**src/rtl/ab_seq_pkg.sv**
```systemverilog
// Shared types and constants for the A/B trigger-sequence generator.
package ab_seq_pkg;

  typedef enum logic [2:0] {
    StIdle,
    StArm,
    StFire,
    StGap,
    StDone
  } ab_state_e;

  // Rest pattern that holds the downstream detector idle.
  localparam logic A_IDLE = 1'b1;
  localparam logic B_IDLE = 1'b0;

  localparam int unsigned MIN_GAP = 1;

endpackage

```
**src/rtl/ab_seq_checker.sv**
```systemverilog
// Loopback comparator: expects detector Q exactly in the cycle after each FIRE while busy,
// and keeps a sticky error flag plus a saturating mismatch count.
module ab_seq_checker #(
  parameter int unsigned CNT_W = 8
) (
  input  logic             clk_i,
  input  logic             rst_ni,
  input  logic             busy_i,
  input  logic             fire_d1_i,
  input  logic             q_i,
  output logic             err_o,
  output logic [CNT_W-1:0] err_count_o
);

  logic             err_q, err_d;
  logic [CNT_W-1:0] err_count_q, err_count_d;
  logic             mismatch;

  always_comb begin
    err_d       = err_q;
    err_count_d = err_count_q;
    mismatch    = busy_i && (q_i != fire_d1_i);
    if (mismatch) begin
      err_d = 1'b1;
      if (err_count_q != {CNT_W{1'b1}}) begin
        err_count_d = err_count_q + CNT_W'(1);
      end
    end
  end

  always_ff @(posedge clk_i) begin
    if (!rst_ni) begin
      err_q       <= 1'b0;
      err_count_q <= '0;
    end else begin
      err_q       <= err_d;
      err_count_q <= err_count_d;
    end
  end

  assign err_o       = err_q;
  assign err_count_o = err_count_q;

endmodule

```
**src/rtl/ab_seq_gen.sv**
```systemverilog
// A/B trigger-frame generator: emits `count` frames of A-low, B-high, then an idle gap.
// Optional loopback checking of detector Q is built when LOOPBACK_CHECK_EN is defined.
module ab_seq_gen
  import ab_seq_pkg::*;
#(
  parameter int unsigned CNT_W = 8,
  parameter int unsigned GAP_W = 4
) (
  input  logic             clk,
  input  logic             reset,
`ifdef LOOPBACK_CHECK_EN
  input  logic             q_in,
  output logic             err,
  output logic [CNT_W-1:0] err_count,
`endif
  input  logic             start,
  input  logic [CNT_W-1:0] count,
  input  logic [GAP_W-1:0] gap,
  output logic             a_out,
  output logic             b_out,
  output logic             busy,
  output logic             done,
  output logic [CNT_W-1:0] frames_sent
);

  ab_state_e        state_q, state_d;
  logic [CNT_W-1:0] count_q, count_d;
  logic [GAP_W-1:0] gap_q, gap_d;
  logic [GAP_W-1:0] gap_cnt_q, gap_cnt_d;
  logic [CNT_W-1:0] frames_q, frames_d;

  always_comb begin
    state_d   = state_q;
    count_d   = count_q;
    gap_d     = gap_q;
    gap_cnt_d = gap_cnt_q;
    frames_d  = frames_q;
    unique case (state_q)
      StIdle: begin
        if (start) begin
          count_d  = count;
          // Zero gap would put the next A-low in the detector's blind Q cycle.
          gap_d    = (gap == '0) ? GAP_W'(MIN_GAP) : gap;
          frames_d = '0;
          state_d  = (count == '0) ? StDone : StArm;
        end
      end
      StArm:  state_d = StFire;
      StFire: begin
        frames_d  = frames_q + CNT_W'(1);
        gap_cnt_d = gap_q - GAP_W'(1);
        state_d   = StGap;
      end
      StGap: begin
        if (gap_cnt_q == '0) begin
          state_d = (frames_q < count_q) ? StArm : StDone;
        end else begin
          gap_cnt_d = gap_cnt_q - GAP_W'(1);
        end
      end
      StDone:  state_d = StIdle;
      default: state_d = StIdle;
    endcase
  end

  always_ff @(posedge clk) begin
    if (!reset) begin
      state_q   <= StIdle;
      count_q   <= '0;
      gap_q     <= GAP_W'(MIN_GAP);
      gap_cnt_q <= '0;
      frames_q  <= '0;
    end else begin
      state_q   <= state_d;
      count_q   <= count_d;
      gap_q     <= gap_d;
      gap_cnt_q <= gap_cnt_d;
      frames_q  <= frames_d;
    end
  end

  always_comb begin
    a_out = (state_q == StArm) ? ~A_IDLE : A_IDLE;
    b_out = (state_q == StFire) ? ~B_IDLE : B_IDLE;
    busy  = (state_q != StIdle);
    done  = (state_q == StDone);
  end

  assign frames_sent = frames_q;

`ifdef LOOPBACK_CHECK_EN
  logic fire_d1_q, fire_d1_d;

  assign fire_d1_d = (state_q == StFire);

  always_ff @(posedge clk) begin
    if (!reset) begin
      fire_d1_q <= 1'b0;
    end else begin
      fire_d1_q <= fire_d1_d;
    end
  end

  ab_seq_checker #(
    .CNT_W (CNT_W)
  ) u_checker (
    .clk_i       (clk),
    .rst_ni      (reset),
    .busy_i      (busy),
    .fire_d1_i   (fire_d1_q),
    .q_i         (q_in),
    .err_o       (err),
    .err_count_o (err_count)
  );
`endif

endmodule

```
**config.mk**
```make
export PLATFORM = sky130hd
export DESIGN_NAME = ab_seq_gen
export DESIGN_NICKNAME = d
export VERILOG_FILES = /design/src/rtl/ab_seq_pkg.sv /design/src/rtl/ab_seq_checker.sv /design/src/rtl/ab_seq_gen.sv
export SDC_FILE = /design/constraint.sdc
export NUM_CORES = 1
export LEC_CHECK = 0
export CELL_PAD_IN_SITES_DETAIL_PLACEMENT = 1
export CELL_PAD_IN_SITES_GLOBAL_PLACEMENT = 1
export CORE_ASPECT_RATIO = 1.5
export CORE_MARGIN = 10
export CORE_UTILIZATION = 49
export DETAILED_ROUTE_END_ITERATION = 16
export DONT_BUFFER_PORTS = 1
export GPL_TIMING_DRIVEN = 1
export MAX_ROUTING_LAYER = met4
export PLACE_DENSITY_LB_ADDON = 0.15
export REMOVE_ABC_BUFFERS = 1
export SYNTH_ARGS = -nofsm -noshare
export SYNTH_HDL_FRONTEND = slang
export SYNTH_SLANG_ARGS = --single-unit
```
**constraint.sdc**
```tcl
create_clock -name clk -period 3.4 [get_ports clk]
set_clock_uncertainty 0.05 [all_clocks]
set_input_delay 0.68 -clock clk [delete_from_list [all_inputs] [get_ports clk]]
set_output_delay 0.68 -clock clk [all_outputs]
set_load 0.05 [all_outputs]
```
==> impl_results.md, run 1 <==
* Fraction of registers with async set or reset after synthesis at 0%
* Max H-tree Level at 1
* Final hold viol count at 0
* Final design area excluding fillers at 1520 um2
* Transition time at the pin with the least slew margin at 0.856 ns
* Library cells used by synthesis at 36
* Setup repair after global routing missed its margin: false
* Remaining number of nets flagged by the antenna check after routing at 0
* Count of flip-flops with a built-in enable after synthesis at 0
* Slew HR at 42.6%
* DRC violation count after routing at 0
* Share of the synthesized area in the top cell type at 37.1%
* Worst Path Max Fanout at 16
* CP arrival at 1.86 ns
* IO Count at 27
* Clock Pin Slew Worst Setup and Hold Paths at 0.10 ns
* Placer congestion estimate at 0.845
* Leakage component of the power at ~0.6 nW
* GR Overflow Total at 0
* CP Capture Type: output pin
* Element type at the critical path start: flop
* Wire length of the first global-routing pass at 6.29 mm
* Tightest Hold Check Type: flop to flop
* Post-synthesis instance area at 1460 um2
* Peak clock frequency supported by timing at between 300 and 400 MHz
* GRT Util Overall at 14.1%
* Inserted Clock Buffers at 3
* Mean instance size in the synthesized netlist at 8.05 um2
* Vias per cell at 5.81
* Half-perimeter wire length after detailed placement at approximately 2.9 mm
* Clk buf depth at 2
* Fraction of layout instances using a drive strength above 1 at 5.06%
* Iteration count of the initial detailed-routing pass at 3
* Yosys warning count at 0
* Final net count at 203
* Post-detailed-routing wire length at 3.72 mm
* Area growth, synth to finish at 4.21%
* Iter 0 DRT Violations at 36
* Die X-Extent at about 65 um
* Top cells by area in the synthesized netlist: dfxtp_1 37%, nand2_1 8.5%, ha_1 7.7%
* Peak ir drop on the vdd network at 325 uV
* CTS Root Buffer Type: clkbuf_8
* Antenna diode count at 0
* Total power after layout at 1.03 mW
* Die height at approximately 87 um
* Period minus WS final at 2.59 ns
* IO Port Bufs at 0
* Wire length per cell after detailed routing at roughly 17 um
* Hold Buf Count CTS at 0
* Post-synthesis cell type with the largest combined area: dfxtp_1
* Worst Setup Path Type: flop to output pin
* Die Outline Area at between 5000 and 6000 um2
* Via count of the first global-routing pass at 1386
* Initial Utilization at 50.6%
* Critical Path RT at 2.67 ns
* Dominant register cell in the synthesized netlist: dfxtp_1
* Largest net degree at the start of global routing at 28
* Setup Viol. Count Final at 0
* Clk sinks at 27
* Max_cap viols at 0
* Power Dens Cells at 678 nW/um2
* Clock insertion delay at the later pin of the skew report at 0.28 ns
* Antenna violations before repair at 0
* Count of cells resized by post-cts repair at 0
* Fill cell instance count of the final layout at 388
* CTS tree: done
* Number of instances in the synthesized netlist at around 180
* Part of the Yosys area used for sequential elements at ~37%
* Post-place setup slack at around 1.1 ns
* Aggregate negative setup slack at 0 ns
* Placed inst area at 1470 um2
* Count of pins over their slew limit at 0
* Post-route setup slack at 0.805 ns
* Most used standard cells in the synthesized netlist: 33 x nand2_1, 27 x dfxtp_1, 13 x a21boi_0
* Std cell rows at 24
* Result of the run: finished clean
* Top-count cell post-synth: nand2_1
* Setup bufs post-CTS at 0
* Core Box Area at 2880 um2
* Total via count in the routed design at 1261
* Core utilization of the finished layout at 52.7%
* Ratio of final minimum period to clock period at 76.3%
* Total of flip-flops plus latches after synthesis at 27
## critical path: stages (launching register included)
cell	delay, ns
dfxtp_1	0.48
or3b_1	0.58
inv_1	0.51
## registers in the layout (all words and copies together), names as in the netlist
register / cells
count_q: 8
frames_sent: 8
gap_cnt_q: 4
gap_q: 4
state_q: 3
## path summary, 6_finish.rpt
check	startpoint	end	slack [ns]	depth (start not counted)
setup / recovery	state_q[0]	b_out	0.81	2
hold / removal	count_q[3]	count_q[3]	0.42	2
setup reg to reg	state_q[0]	frames_sent[2]	1.15	5
hold reg to reg	count_q[3]	count_q[3]	0.42	2
## cell type report
class | count | area [um2] | area share, %
clock buffers | 3 | 41.3 | 2.72
multi-input cells | 137 | 843 | 55.5
well taps | 39 | 48.8 | 3.21
inverters | 10 | 37.5 | 2.47
flip-flops and latches | 27 | 541 | 35.6
clock inverters | 1 | 7.51 | 0.494
## stage by stage
| step | cells | hold WS, ns |
|---|---|---|
| finish | 217 | 0.417 |
| global route | 217 | 0.427 |
| CTS | 217 | 0.422 |
| detailed placement | 213 | 0.408 |
| global placement | 213 | 0.405 |
| floorplan | 174 | 0.389 |
## layout by cell type, fill, tap and decap left out, drive strengths merged, types with 2 or more instances in the layout
cell,count
clkbuf,3
nor2b,2
nor2,12
mux2i,4
nand3,8
nor3,5
a31oi,2
o21ai,12
a21oi,11
and2,6
nor4,3
inv,10
dfxtp,27
a21boi,14
ha,9
nand2,33
## cells by family (layout without fill, tap and decap cells)
group / after synthesis / count (layout) / synth area share [%]
buffers and inverters: 17 / 14 / 5.41
xor gates and xnor gates: 2 / 2 / 1.20
AOI/OAI and AO/OA: 48 / 48 / 21.5
DFF: 27 / 27 / 37.1
adders and majority gates: 9 / 9 / 7.73
and+or+nand+nor: 74 / 74 / 24.3
muxes: 4 / 4 / 2.75
## power breakdown
group	leakage [nW]	switching (mW)	internal, mW
clock	0.0217	0.110	0.0836
combinational	0.359	0.263	0.120
sequential	0.220	0.0859	0.367
total	0.600	0.460	0.570
## routing by layer
layer | up-vias | part of all wire, % | GRT usage [%] | routed length (um)
li1 | 623 | - | - | -
met1 | 614 | 36 | 13.1 | 1350
met2 | 17 | 57 | 27.0 | 2130
met3 | 7 | 4.4 | 3.36 | 164
met4 | 0 | 1.8 | 4.69 | 67
met5 | - | 0 | - | 0
(Power assumes the default switching activity.)
==> inputs of run 2 (changes only) <==
--- a/config.mk
+++ b/config.mk
@@ -9,7 +9,7 @@
 export CELL_PAD_IN_SITES_GLOBAL_PLACEMENT = 1
 export CORE_ASPECT_RATIO = 1.5
 export CORE_MARGIN = 10
-export CORE_UTILIZATION = 49
+export CORE_UTILIZATION = 41
 export DETAILED_ROUTE_END_ITERATION = 16
 export DONT_BUFFER_PORTS = 1
 export GPL_TIMING_DRIVEN = 1
==> constraint.sdc (replaced) <==
create_clock -name clk -period 2.1 [get_ports clk]
set_clock_uncertainty 0.05 [all_clocks]
set_input_delay 0.42 -clock clk [delete_from_list [all_inputs] [get_ports clk]]
set_output_delay 0.42 -clock clk [all_outputs]
set_load 0.05 [all_outputs]
==> run 2 against run 1 <==
  * Sequential power increased by 50%
  * Sequential share of layout area decreased by 2.6 points
  * Via count increased by 5.6%
  * Critical path type unchanged
==> impl_results.md, run 2 (synthesis results as in run 1) <==
* Inserted Clock Buffers at 3
* Kind of cell with the highest combined delay on the critical path: simple AND/OR/NAND/NOR gates
* CP arrival at ~1.6 ns
* Commonest cells after routing, fill and taps aside: 33 x nand2_1, 26 x dfxtp_1, 13 x a21boi_0, 13 x buf_4, 12 x o21ai_0
* Area growth, synth to finish at 12.5%
* CTS Root Buffer Type: clkbuf_8
* Leakage component of the power at 0.681 nW
* Cell Count Post-Placement at 230
* IO Port Bufs at 0
* Result of the run: finished clean
* Worst Setup Path Type: flop to output pin
* Fill cell instance count of the final layout at 451
* Peak ir drop on the vdd network at 543 uV
* Antenna diode count at 0
* Final hold viol count at 0
* Most common cell after layout, fill and taps aside: nand2_1
* Largest net degree at the start of global routing at 28
* Tightest Hold Check Type: input port to flop
* Placer congestion estimate at slightly above 0.8
* Power Dens Cells at 1080 nW/um2
* Period minus WS final at 2.02 ns
* Element type at the critical path start: flop
* Seq. cell area at 542 um2
* Via count of the first global-routing pass at ~1400
* Clk sinks at 27
* GRT Util Overall at around 14%
* CTS tree: done
* Die Outline Area at 6390 um2
* Multi-input gate area at 846 um2
* Remaining number of nets flagged by the antenna check after routing at 0
* Iter 0 DRT Violations at 25
* Cell with the largest stage delay on the worst path: or3b_4
* IO Count at 27
* Worst hold slack at 0.168 ns
* Post-detailed-routing wire length at ~3.9 mm
* Antenna violations before repair at 0
* Total power after layout at 1.77 mW
* Clock insertion delay at the later pin of the skew report at 0.27 ns
* Std cell rows at 26
* Critical Path RT at 1.63 ns
* Wire length of the first global-routing pass at 6.84 mm
* Vias per cell at 5.69
* Peak clock frequency supported by timing at 496 MHz
* Clk buf depth at 2
* Clock Pin Slew Worst Setup and Hold Paths at around 0.1 ns
* GR Overflow Total at 0
* CP Capture Type: output pin
* Core Box Area at around 3400 um2
* Die X-Extent at 68.7 um
* Half-perimeter wire length after detailed placement at 3.14 mm
* Setup repair after global routing missed its margin: false
* Setup Viol. Count Final at 0
* Initial Utilization at 42.7%
* Final net count at 217
* Hold Buf Count CTS at 0
* Number of standard cells in the final layout excluding fillers at 234
* Die height at 93.0 um
* Iteration count of the initial detailed-routing pass at 4
* Critical Path, Cell by Cell: or3b_4 -> inv_1 -> buf_12
* Aggregate negative setup slack at 0 ns
* CP peak stage delay at between 0.4 and 0.5 ns
* Number of buffer and inverter stages on the critical path at 2
* DRC violation count after routing at 0
* Total via count in the routed design at around 1300
* Max_cap viols at 0
* Max H-tree Level at 1
* Worst Path Max Fanout at 10
* Wire length per cell after detailed routing at 16.8 um
* Fraction of layout instances using a drive strength above 1 at 12.5%
* Transition time at the pin with the least slew margin at 0.477 ns
* Slew HR at 67.9%
* Count of pins over their slew limit at 0
* Ratio of final minimum period to clock period at 96.1%
-- run 2: path summary, 6_finish.rpt --
check,startpoint,end,slack (ns),cells past startpoint
setup / recovery,state_q[1],b_out,0.08,3
hold / removal,reset,gap_q[0],0.17,1
setup reg to reg,frames_sent[2],state_q[2],0.28,6
hold reg to reg,count_q[3],count_q[3],0.42,2
-- run 2: per-layer routing --
layer | up-vias | part of all wire [%] | GRT usage, %
met2 | 17 | 57 | 23.9
met3 | 6 | 5.0 | 2.63
met1 | 660 | 37 | 15.1
met5 | - | 0 | -
li1 | 649 | - | -
met4 | 0 | 1.5 | 4.55
-- run 2: per-stage QoR --
stage | cell area [um2] | setup slack [ns] | utilization, %
6_report | 1640 | 0.0827 | 48.0
5_1_grt | 1640 | 0.0193 | 48.0
4_1_cts | 1640 | 0.0762 | 48.0
3_5_place_dp | 1590 | 0.165 | 46.6
3_3_place_gp | 1590 | 0.264 | 46.6
2_1_floorplan | 1420 | 0.0924 | -
-- run 2: final cells by class --
cell class                      instances  area share (%)
Timing Repair Buffer                   14            7.17
Multi-Input combinational cell        137            51.6
Sequential cell                        27            33.0
Tap cell                               42            3.20
Inverter                               10            2.29
Clock buffer                            4            2.75
-- run 2: timing repair --
action                                  in CTS  in global routing
resized for setup                            2                  0
setup buffers                                0                  0
hold endpoints to repair                     0                  0
endpoints found under the setup margin       1                  0
-- run 2: power by group --
| part | switching [mW] | leakage, nW | internal (mW) |
|---|---|---|---|
| clock | 0.166 | 0.0228 | 0.136 |
| sequential | 0.0842 | 0.220 | 0.596 |
| combinational | 0.504 | 0.437 | 0.279 |
==> inputs of run 3 (changes only) <==
--- a/config.mk
+++ b/config.mk
@@ -14,8 +14,9 @@
 export DONT_BUFFER_PORTS = 1
 export GPL_TIMING_DRIVEN = 1
 export MAX_ROUTING_LAYER = met4
-export PLACE_DENSITY_LB_ADDON = 0.15
+export PLACE_DENSITY = 0.73
 export REMOVE_ABC_BUFFERS = 1
 export SYNTH_ARGS = -nofsm -noshare
 export SYNTH_HDL_FRONTEND = slang
 export SYNTH_SLANG_ARGS = --single-unit
+export TNS_END_PERCENT = 50
==> run 3 against run 2 <==
  * Setup slack improved by 0.080 ns
  * Final area unchanged
  * First-iteration DRC count decreased by 8.0%
  * Non-clock buffer count stayed put
  * Die area did not move
  * Critical path type unchanged
  * Largest power group unchanged
==> impl_results.md, run 3 (synthesis results as in run 1) <==
* Clk sinks at 27
* Setup Viol. Count Final at 0
* Peak ir drop on the vdd network at 618 uV
* Final net count at 217
* CTS Root Buffer Type: clkbuf_8
* Antenna violations before repair at 0
* Wire length per cell after detailed routing at between 15 and 20 um
* Die X-Extent at 68.7 um
* Element type at the critical path start: flop
* Largest net degree at the start of global routing at 28
* Fraction of layout instances using a drive strength above 1 at 13.0%
* Worst Path Max Fanout at 7
* GR Overflow Total at 0
* Clock insertion delay at the later pin of the skew report at 0.27 ns
* Sw Share at between 40% and 50%
* Die Outline Area at 6390 um2
* GRT Util Overall at approximately an eighth
* Total power after layout at 1.75 mW
* Hold Buf Count CTS at 0
* Max H-tree Level at 1
* Critical Path RT at 1.63 ns
* Clock share of power at 16.9%
* Placer congestion estimate at approximately 0.81
* Critical Path, Cell by Cell: or3b_4 -> inv_2 -> buf_12
* Vias per cell at 5.55
* CP peak stage delay at ~0.47 ns
* Via count of the first global-routing pass at 1373
* Clk buf depth at 2
* Count of pins over their slew limit at 0
* DRC violation count after routing at 0
* Most common cell after layout, fill and taps aside: nand2_1
* Net switching power figure at 0.746 mW
* Total via count in the routed design at 1298
* Part of the total power dissipated in combinational logic at 44.5%
* Worst Setup Path Type: flop to output pin
* Post-detailed-routing wire length at between 3 and 4 mm
* Transition time at the pin with the least slew margin at 0.546 ns
* CP Capture Type: output pin
* Remaining number of nets flagged by the antenna check after routing at 0
* Iter 0 DRT Violations at 23
* CTS tree: done
* Initial Utilization at 42.7%
* Antenna diode count at 0
* Slew HR at a little over three fifths
* CP arrival at 1.47 ns
* Leakage component of the power at 0.682 nW
* IO Count at 27
* Period minus WS final at roughly 1.9 ns
* Power Dens Cells at 1060 nW/um2
* Fraction of power consumed by sequential logic at about 39%
* Cell with the largest stage delay on the worst path: or3b_4
* Internal power contribution at 1.00 mW
* Half-perimeter wire length after detailed placement at 3.19 mm
* Multi-input gate area at 846 um2
* Area growth, synth to finish at 12.5%
* Fill cell instance count of the final layout at 447
* Peak clock frequency supported by timing at a little over 500 MHz
* Setup repair after global routing missed its margin: false
* Result of the run: finished clean
* Aggregate negative setup slack at 0 ns
* Std cell rows at 26
* Tightest Hold Check Type: input port to flop
* Clock Pin Slew Worst Setup and Hold Paths at 0.09 ns
* Die height at 93.0 um
* Seq. cell area at between 500 and 600 um2
* Max_cap viols at 0
* Inserted Clock Buffers at 3
* Worst hold slack at around 0.18 ns
* Final hold viol count at 0
* Ratio of final minimum period to clock period at 92.2%
* Commonest cells after routing, fill and taps aside: 33 x nand2_1, 27 x dfxtp_1, 13 x a21boi_0, 13 x buf_4, 12 x o21ai_0
* IO Port Bufs at 0
* Wire length of the first global-routing pass at 6.33 mm
* Core Box Area at 3420 um2
* Iteration count of the initial detailed-routing pass at 4
* Setup bufs post-CTS at 0
==> run 3: cell count changes in the layout (fill, tap and decap cells not counted) <==
cell,previous run,this run
dfxtp_1,26,27
clkbuf_1,1,0
inv_2,0,1
clkinv_2,0,1
dfxtp_2,1,0
inv_1,10,9
==> run 3: final cells by class <==
cell class                      count  area share, %
Multi-Input combinational cell    137           51.6
Clock buffer                        3           2.52
Clock inverter                      1          0.305
Sequential cell                    27           33.0
Inverter                           10           2.29
Tap cell                           42           3.20
Timing Repair Buffer               14           7.17
==> run 3: final timing paths <==
path | to | slack [ns] | cells past startpoint | from
worst min register to register | count_q[4] | 0.43 | 2 | count_q[4]
worst max-delay path | b_out | 0.16 | 3 | state_q[1]
worst max register to register | gap_cnt_q[2] | 0.24 | 8 | state_q[2]
worst min-delay path | gap_q[0] | 0.18 | 1 | reset
==> run 3: timing repair <==
item,in CTS,in global routing
setup endpoints to repair,1,1
hold endpoints to repair,0,0
resized for setup,1,1
==> run 3: per-stage QoR <==
stage	instances	setup slack [ns]	utilization, %	area, um2
after floorplan	174	0.0924	-	1420
after global placement	230	0.337	46.6	1590
after detailed placement	230	0.249	46.6	1590
after CTS	234	0.0534	47.9	1640
after global routing	234	0.0257	48.0	1640
final	234	0.163	48.0	1640
==> run 3: routing by layer <==
metal	GRT usage, %	share of wire (%)	vias up
met5	-	0	-
li1	-	-	654
met4	3.03	0.57	0
met1	11.6	35	626
met3	3.46	6.1	2
met2	24.6	59	16
==> run 3: power groups by stage <==
stage               Sequential (mW)  Clock, mW  Combinational, mW
floorplan                     0.708          0              0.505
global placement              0.678          0              0.750
detailed placement            0.685          0              0.777
CTS                           0.673      0.311              0.782
global route                  0.686      0.327              0.870
finish                        0.673      0.296              0.777
==> run 3: critical path, delay by kind of cell (launching register included) <==
kind / cells / cell delay (ns)
simple gates: 1 / 0.47
flops: 1 / 0.41
buf+inv: 2 / 0.31
==> variant, RTL diff (settings of run 3) <==
Build with the macro `LOOPBACK_CHECK_EN` defined.
--- a/src/rtl/ab_seq_gen.sv
+++ b/src/rtl/ab_seq_gen.sv
@@ -1,5 +1,7 @@
 // A/B trigger-frame generator: emits `count` frames of A-low, B-high, then an idle gap.
 // Optional loopback checking of detector Q is built when LOOPBACK_CHECK_EN is defined.
+`define LOOPBACK_CHECK_EN
+
 module ab_seq_gen
   import ab_seq_pkg::*;
 #(
Interface: changed (added err, err_count and q_in); port bits go from 27 to 37. The function was not compared with the original's and may differ.
==> variant against run 3 <==
Synthesized area is 35% higher. Power is 37% higher. Sequential cell count is 10 higher. Worst setup slack worse by 47 ps. Count of clock-buffer cells in the layout is 4 higher. Utilization is 1.5 points higher. Clock power is 68% higher. Wire length is 31% higher. Cell area is 38% higher. Worst hold slack worse by 15 ps. Critical endpoint unchanged. Largest cell class unchanged.
==> variant: results (changes against run 3) <==
The clock latency on the worst-skew pair came out at 280 ps. The worst path arrival time came to 1510 ps (+40 ps). The leakage power of the design is 0.945 nW (+39%). The longest individual stage delay on the worst path came to 610 ps (+140 ps). The number of setup buffers added after CTS is 0 (unchanged).

After synthesis, the cell types taking the most area are dfxtp_1 (38%), nand2_1 (6.9%), a21boi_0 (6.5%). The cell count of the worst reg-to-reg path came out at 9 (+1). The quantity of I/O buffers inserted on ports was 0 (unchanged). The total iterations of the first detailed-routing run came out at 4 (unchanged). The DRC marker count from the first detailed-route iteration came to 91 (+300%).

The TritonCTS buffer count is 5 (+2). The switching part of the total is 0.412 (-0.0149). The number of antenna violations at the first check in global routing was 0 (unchanged).

The total number of yosys warnings came out at 0 (unchanged). The maximum count of clock buffers along a single path was 2 (unchanged). The adder-cell share of the synthesized area is 0.0635 (-0.0137). The clock tree root driver cell is clkbuf_8. The largest net degree at the start of global routing is 38 (+36%).

The top fanout value on the critical path was 9 (+2). The peak supply drop came out at 0.486 mV (-21%). The share of post-route cells with drive strength above 1 is 0.150 (+0.0194). The number of nets in the layout came to 280 (+29%). In this run the critical register-to-register path is captured at gap_cnt_q[2]. The diode insertion count for antenna repair came to 0 (unchanged). The instance count after placement with tap cells included is 311 (+35%). The first-pass GRT wire length is 9090 um (+44%).

The placed wire-length estimate came out at 3960 um (+24%). The fill cell total of the finished layout is 592 (+32%). The mux contribution to synthesized area is 0.0356 (+0.00811). The global-route usage over all layers is 0.138 (+0.00962). The via count of the first global-routing pass came out at 1827 (+33%).

The per-instance average area after synthesis came to 8.45 um2 (+5.0%). Counting instances in the post-synthesis netlist gives the leading cell types as dfxtp_1 (37), nand2_1 (36), a21boi_0 (17). The final RePlAce weighted congestion is 0.775 (-4.3%).

The detail-routed net length per standard cell is 16.0 um (-3.7%). The compound-cell area share of the yosys netlist was 0.193 (-0.0229). The proportion of synthesized chip area in sequential cells came out at 0.376 (+0.00530). The worst min-delay path category is primary input to flop. The critical path ends at b_out. The detailed-route vias per instance came out at 5.31 (-4.2%).

The xor/xnor share of the synthesized area is 0.0267 (+0.0147). The filler-free cell count of the finished design is 318 (+36%). The most critical setup path has its startpoint at state_q[0]. The top flip-flop cell by instance count after synthesis is dfxtp_1. The number of library cell types mapped by synthesis came out at 43 (+19%).

The run finished with clean final reports. The remaining max-slew budget at the tightest pin came to 0.614 (-0.0187). The CTS clock-pin slew for the worst setup and hold paths came out at 70 ps (-20 ps). The number of H-tree branching levels is 2 (+1).

The slack of the worst reg-to-reg path is 220 ps (-20 ps). The worst register-to-register path begins at state_q[1]. The cell at the slowest stage of the critical path is or3b_1. The gate family responsible for the most delay along the worst path is simple AND/OR/NAND/NOR gates.

The fraction of registers with async set/reset came out at 0 (unchanged).
-- variant: changes by cell type in the layout (fill, tap and decap cells not counted), moves of 3 or more --
cell,delta
buf_4,+10
dfxtp_1,+10
nor2b_1,+6
a21boi_0,+4
and2_1,+4
o21ai_0,+4
clkbuf_8,+3
mux2i_1,+3
-- variant: area by class of cell --
class,instances,share of cell area
Sequential cell,37,0.327
Multi-Input combinational cell,176,0.502
Inverter,11,0.0215
Timing Repair Buffer,23,0.0761
Tap cell,64,0.0353
Clock buffer,7,0.0381
-- variant: worst register-to-register path, cell delays in order (launching register included) --
cell     delay [ps]
dfxtp_1         370
nor2b_1         230
nand2_2         130
mux2i_1         230
ha_2            250
nor2b_1         180
a21oi_1          50
o21ai_0         170
a21oi_1          60
nor2_1          100
-- variant: worst min-delay path by stage --
stage | startpoint | cells after the start | end
final | reset | 1 | gap_q[0]
after global routing | reset | 1 | gap_q[0]
after CTS | reset | 1 | gap_q[0]
after detailed placement | count_q[3] | 2 | count_q[3]
after global placement | count_q[3] | 2 | count_q[3]
after floorplan | count_q[0] | 2 | count_q[0]
-- variant: timing repair --
action / in CTS / in global routing
setup endpoints to repair: 0 / 1
resized for setup: 0 / 2
hold endpoints to repair: 0 / 0
-- variant: kinds of logic after synthesis --
kind of cell             after synthesis
AND/OR/NAND/NOR                       96
AO/OA/AOI/OAI                         57
flip-flops                            37
buffers and inverters                 20
adder cells (fa/ha/maj)               10
multiplexers                           7
XOR/XNOR                               6
-- variant: stage by stage --
step                      area (um2)  setup WS (ps)   util  hold WS [ps]
after floorplan                 1920           90.4      -           389
after global placement          2180            289  0.475           403
after detailed placement        2180            252  0.475           408
after CTS                       2260            114  0.494           156
after global routing            2270           8.34  0.495           145
final                           2270            116  0.495           165
-- variant: routing by layer --
metal	wire [um]	part of all wire	vias to the layer above	global-route usage
met5	0	0	-	-
met4	65	0.013	0	0.0427
met3	332	0.065	6	0.0463
met2	2580	0.51	37	0.238
met1	2090	0.41	794	0.144
li1	-	-	853	-
-- variant: power groups by stage --
stage          Clock, W  Combinational (W)  Sequential [W]
2_1_floorplan         0           0.000608         0.00101
3_3_place_gp          0           0.000947        0.000942
3_5_place_dp          0           0.000961        0.000947
4_1_cts        0.000521           0.000970        0.000931
5_1_grt        0.000556            0.00108        0.000950
6_report       0.000498           0.000959        0.000930
